==> src/rtl/vedic_mac_accumulator.sv <==
// vedic_mac_accumulator: frames products from a fixed-latency, non-stallable multiplier into dot-product sums behind a 2-entry credit-guarded FIFO
//   clk, rst                        clock, async active-high reset
//   issue_valid/issue_last/ready    operand issue handshake (issue = valid & ready)
//   product                         multiplier result, aligned MULT_LATENCY cycles after issue
//   acc_valid/acc_ready             frame result handshake (pop = valid & ready)
//   acc_data/acc_count/acc_overflow FIFO head: frame sum, term count, carry-out seen
//   busy                            tags in flight or partial frame held
module vedic_mac_accumulator #(
  parameter int MULT_LATENCY = 5,
  parameter int PROD_W = 64,
  parameter int ACC_W = 80,
  parameter int CNT_W = 16
) (
  input  logic              clk,
  input  logic              rst,
  input  logic              issue_valid,
  input  logic              issue_last,
  output logic              issue_ready,
  input  logic [PROD_W-1:0] product,
  output logic              acc_valid,
  input  logic              acc_ready,
  output logic [ACC_W-1:0]  acc_data,
  output logic [CNT_W-1:0]  acc_count,
  output logic              acc_overflow,
  output logic              busy
);
  localparam int LW = $clog2(MULT_LATENCY + 1);
  logic [MULT_LATENCY-1:0] tag_valid, tag_last;
  logic [ACC_W-1:0] acc;
  logic [CNT_W-1:0] cnt, cnt_inc;
  logic ovf;
  logic [ACC_W-1:0] fifo_data [2];
  logic [CNT_W-1:0] fifo_cnt [2];
  logic fifo_ovf [2];
  logic rd_ptr, wr_ptr;
  logic [1:0] out_count;
  logic [LW-1:0] lasts;
  logic [ACC_W:0] sum;
  logic issue, arrive, push, pop;
  always_comb begin
    lasts = '0;
    for (int i = 0; i < MULT_LATENCY; i++) lasts = lasts + LW'(tag_valid[i] & tag_last[i]);
  end
  // every last in flight is a guaranteed future push, so it reserves a FIFO slot now
  assign issue_ready = (32'(out_count) + 32'(lasts)) < 32'd2;
  assign issue = issue_valid & issue_ready;
  assign arrive = tag_valid[MULT_LATENCY-1];
  assign push = arrive & tag_last[MULT_LATENCY-1];
  assign pop = acc_valid & acc_ready;
  assign sum = {1'b0, acc} + (ACC_W+1)'(product);
  assign cnt_inc = &cnt ? cnt : cnt + 1'b1;
  assign acc_valid = out_count != 2'd0;
  assign acc_data = acc_valid ? fifo_data[rd_ptr] : '0;
  assign acc_count = acc_valid ? fifo_cnt[rd_ptr] : '0;
  assign acc_overflow = acc_valid ? fifo_ovf[rd_ptr] : 1'b0;
  assign busy = |tag_valid | (cnt != '0);
  always_ff @(posedge clk or posedge rst)
    if (rst) begin
      tag_valid <= '0;
      tag_last <= '0;
      acc <= '0;
      cnt <= '0;
      ovf <= 1'b0;
      rd_ptr <= 1'b0;
      wr_ptr <= 1'b0;
      out_count <= 2'd0;
    end else begin
      // the low MULT_LATENCY bits of {pipe, new} is a one-place shift that also works for depth 1
      tag_valid <= MULT_LATENCY'({tag_valid, issue});
      tag_last <= MULT_LATENCY'({tag_last, issue & issue_last});
      if (arrive) begin
        acc <= push ? '0 : sum[ACC_W-1:0];
        cnt <= push ? '0 : cnt_inc;
        ovf <= push ? 1'b0 : ovf | sum[ACC_W];
      end
      if (push) wr_ptr <= ~wr_ptr;
      if (pop) rd_ptr <= ~rd_ptr;
      out_count <= out_count + {1'b0, push} - {1'b0, pop};
    end
  always_ff @(posedge clk)
    if (push) begin
      fifo_data[wr_ptr] <= sum[ACC_W-1:0];
      fifo_cnt[wr_ptr] <= cnt_inc;
      fifo_ovf[wr_ptr] <= ovf | sum[ACC_W];
    end
endmodule

==> config.mk <==
export PLATFORM = sky130hd
export DESIGN_NAME = vedic_mac_accumulator
export DESIGN_NICKNAME = d
export VERILOG_FILES = /design/src/rtl/vedic_mac_accumulator.sv
export SDC_FILE = /design/constraint.sdc
export NUM_CORES = 1
export LEC_CHECK = 0
export CAP_MARGIN = 20
export CORE_ASPECT_RATIO = 1.5
export CORE_MARGIN = 3
export CORE_UTILIZATION = 62
export DETAILED_ROUTE_END_ITERATION = 8
export PLACE_DENSITY_LB_ADDON = 0.2
export SLEW_MARGIN = 0
export SYNTH_ARGS = -nofsm -noshare
export SYNTH_HDL_FRONTEND = slang
export SYNTH_SLANG_ARGS = --single-unit
==> constraint.sdc <==
create_clock -name clk -period 13.1 [get_ports clk]
set_input_delay 2.62 -clock clk [delete_from_list [all_inputs] [get_ports clk]]
set_output_delay 2.62 -clock clk [all_outputs]
set_load 0.005 [all_outputs]
==> flow_metrics.env <==
export IMPL_status="finished clean"
export IMPL_gr_total_overflow=0
export IMPL_wl_um=42100
export IMPL_yosysMostFrequentCell="edfxtp_1"
export IMPL_cp_arrival_ps=4090
export IMPL_drcViolationCount=0
export IMPL_r2r_setup_slack_ps=9340
export IMPL_top_level_ports=169
export IMPL_startpoint_type="flop"
export IMPL_die_h_um=207
export IMPL_wl_per_cell_um=21.2
export IMPL_fin_worst_skew_ps=20.5
export IMPL_die_w_um=140
export IMPL_cp_end_kind="primary output"
export IMPL_synth_common_cells="194 x edfxtp_1, 157 x nor2_1, 111 x dfrtp_1"
export IMPL_drt_iter0_markers=827
export IMPL_postCtsHoldBufs=0
export IMPL_maxCapViolations=0
export IMPL_ant_nets=0
export IMPL_cp_buffers_inverters=3
export IMPL_cpPeakStageDelay_ps=590
export IMPL_grt_util_all_layers=0.289
export IMPL_yosysWarnings=0
export IMPL_synth_cell_types=81
export IMPL_synth_nets=1654
export IMPL_grt_start_max_net_pins=99
export IMPL_peakVddDrop_uv=168
export IMPL_rsz0062_at_grt="no"
export IMPL_synth_top_area_frac=0.350
export IMPL_yosysSeqAreaShare=0.517
export IMPL_cts_buffer_depth=3
export IMPL_cts_made_buffers=28
export IMPL_grt_pass1_vias=13000
export IMPL_cellPowerDensity_mw_per_mm2=240
export IMPL_layout_drive_gt1_share=0.0562
export IMPL_final_setup_viol_count=0
export IMPL_async_flop_share=0.364
export IMPL_hp_class="reg -> reg"
export IMPL_holdWs_ps=380
export IMPL_nets=1776
export IMPL_finalCritPeriodShare=0.512
export IMPL_final_hold_viol_count=0
export IMPL_dr_pass1_iters=5
export IMPL_tightest_slew_ps=1110
export IMPL_syn_area_mm2=0.0166
export IMPL_cts_setup_buffers=0
export IMPL_diodes=0
export IMPL_yosys_top_cells_area="edfxtp_1 35%, dfrtp_1 17%, mux2i_1 6.1%"
export IMPL_path_cells="nand2_1, inv_1, fa_1, inv_1, fa_1, nand3b_1, fa_1, nor2_1, o211ai_1, a21boi_0, clkdlybuf4s50_1"
export IMPL_hpwlAfterDp_um=28800
export IMPL_gp_routability_congestion=0.925
export IMPL_cp_slowest_cell="clkdlybuf4s50_1"
export IMPL_crit_fanout=5
export IMPL_die_area_mm2=0.0289
export IMPL_htree_levels=1
export IMPL_clkLatencyLatePin_ps=570
export IMPL_ys_ff_latch=305
export IMPL_portBuffers=168
export IMPL_rows=72
export IMPL_fin_crit_ps=6710
export IMPL_grt_pass1_wl_um=67100
export IMPL_grt_antenna_before_repair=1
export IMPL_via_count=12600
export IMPL_syn_instance_count=1511
export IMPL_multiInputGateArea_mm2=0.00749
export IMPL_ctsResizeCount=0
export IMPL_post_synth_cell_area_avg_um2=11.0
export IMPL_yosys_area_top_type="edfxtp_1"
export IMPL_syn_to_final_growth_pct=16.8
export IMPL_path_delay_family="adder cells"
export IMPL_start_util=0.637
export IMPL_fillerInstances=1819
export IMPL_synth_ff_type="edfxtp_1"
export IMPL_cts_tree="yes"
export IMPL_clkSinkCount=305
export IMPL_crit_required_ps=10480
export IMPL_drv_slew=0
export IMPL_root_buffer="clkbuf_16"
export IMPL_routed_via_density=6.31
export IMPL_ff_latch_area_mm2=0.00861
export IMPL_fmax_ghz=0.149
export IMPL_cp_common_cell="fa_1"
export IMPL_path_clk_slew_ps=70
export IMPL_critPathKind="reg -> out"
export IMPL_slew_headroom=0.259
export IMPL_tns_ps=0
export IMPL_p_leak_nw=7.86
export IMPL_coreArea_mm2=0.0261
export IMPL_synth_edf_count=194
[cells by family (layout without fill, tap and decap cells)]
family                   count (synthesis)  count (layout)  synth area share
adder cells (fa/ha/maj)                 74              74            0.0575
multiplexers                           103             103            0.0620
AO/OA/AOI/OAI                          371             371             0.160
XOR/XNOR                                93              93            0.0490
AND/OR/NAND/NOR                        426             426             0.121
buffers and inverters                  139             283            0.0343
flip-flops                             305             305             0.517
[sequential cells by signal (all words and copies together) (netlist names)]
register / flops
acc: 80
tag_valid: 5
fifo_cnt: 32
fifo_data: 160
rd_ptr: 1
cnt: 16
out_count: 2
fifo_ovf: 2
wr_ptr: 1
tag_last: 5
ovf: 1
[per-layer routing]
metal	wire length (um)	GRT usage	vias to the layer above
met2	22700	0.541	415
met5	13	0	-
met1	16100	0.339	6210
li1	-	-	5835
met3	2080	0.0362	91
met4	1220	0.107	2
[report_power, final]
part,internal [W],switching [W]
sequential,0.00134,0.000157
clock,0.000492,0.000368
combinational,0.00101,0.00130
total,0.00283,0.00183
[stage by stage]
stage	utilization	setup slack, ps	instance area (um2)	std cells	total power (W)
after floorplan	-	7530	16600	1511	0.00298
after global placement	0.707	6900	18500	1936	0.00372
after detailed placement	0.707	6730	18500	1936	0.00378
after CTS	0.744	6360	19400	1988	0.00466
after global routing	0.744	6150	19400	1988	0.00493
final	0.744	6390	19400	1988	0.00466
[worst paths after layout]
check,end,cells past startpoint,from
max in group asynchronous,rd_ptr,3,rst
setup reg to reg,fifo_data[0][72],12,acc[0]
hold reg to reg,tag_last[3],0,tag_last[2]
min in group asynchronous,acc[31],2,rst
setup / recovery,issue_ready,11,tag_valid[4]
hold / removal,tag_last[3],0,tag_last[2]
[final cells by class]
type,count,share of cell area
timing repair buffer,177,0.0900
clock inverter,20,0.0115
tap,333,0.0214
sequential,305,0.443
multi-input combinational,1067,0.385
clock buffer,32,0.0384
inverter,54,0.0106
[cell usage in the layout (no fill, tap or decap), types with 7 or more instances in the layout]
cell type / Yosys / layout
nand3_1: 25 / 25
mux2i_1: 102 / 102
o21bai_1: 17 / 17
xnor2_1: 66 / 66
a21o_1: 35 / 35
ha_1: 70 / 70
a31oi_1: 9 / 9
a22oi_1: 7 / 7
nor2b_1: 17 / 17
edfxtp_1: 194 / 194
and3_1: 22 / 21
nor4_1: 9 / 9
inv_1: 53 / 52
nor2_1: 157 / 154
nand2_1: 97 / 97
a22o_1: 64 / 64
clkdlybuf4s50_1: 0 / 168
o211ai_1: 13 / 13
o21ai_0: 50 / 50
dfrtp_1: 111 / 110
or3_1: 8 / 8
and2_1: 11 / 11
nand2b_1: 7 / 7
buf_4: 1 / 9
a31o_2: 9 / 9
xor2_1: 27 / 27
nand4_1: 27 / 27
a21oi_1: 84 / 84
clkbuf_16: 0 / 29
o21a_1: 7 / 7
nor3_1: 28 / 28
o31ai_1: 10 / 10
No activity file was read; power rests on OpenSTA's default activity.
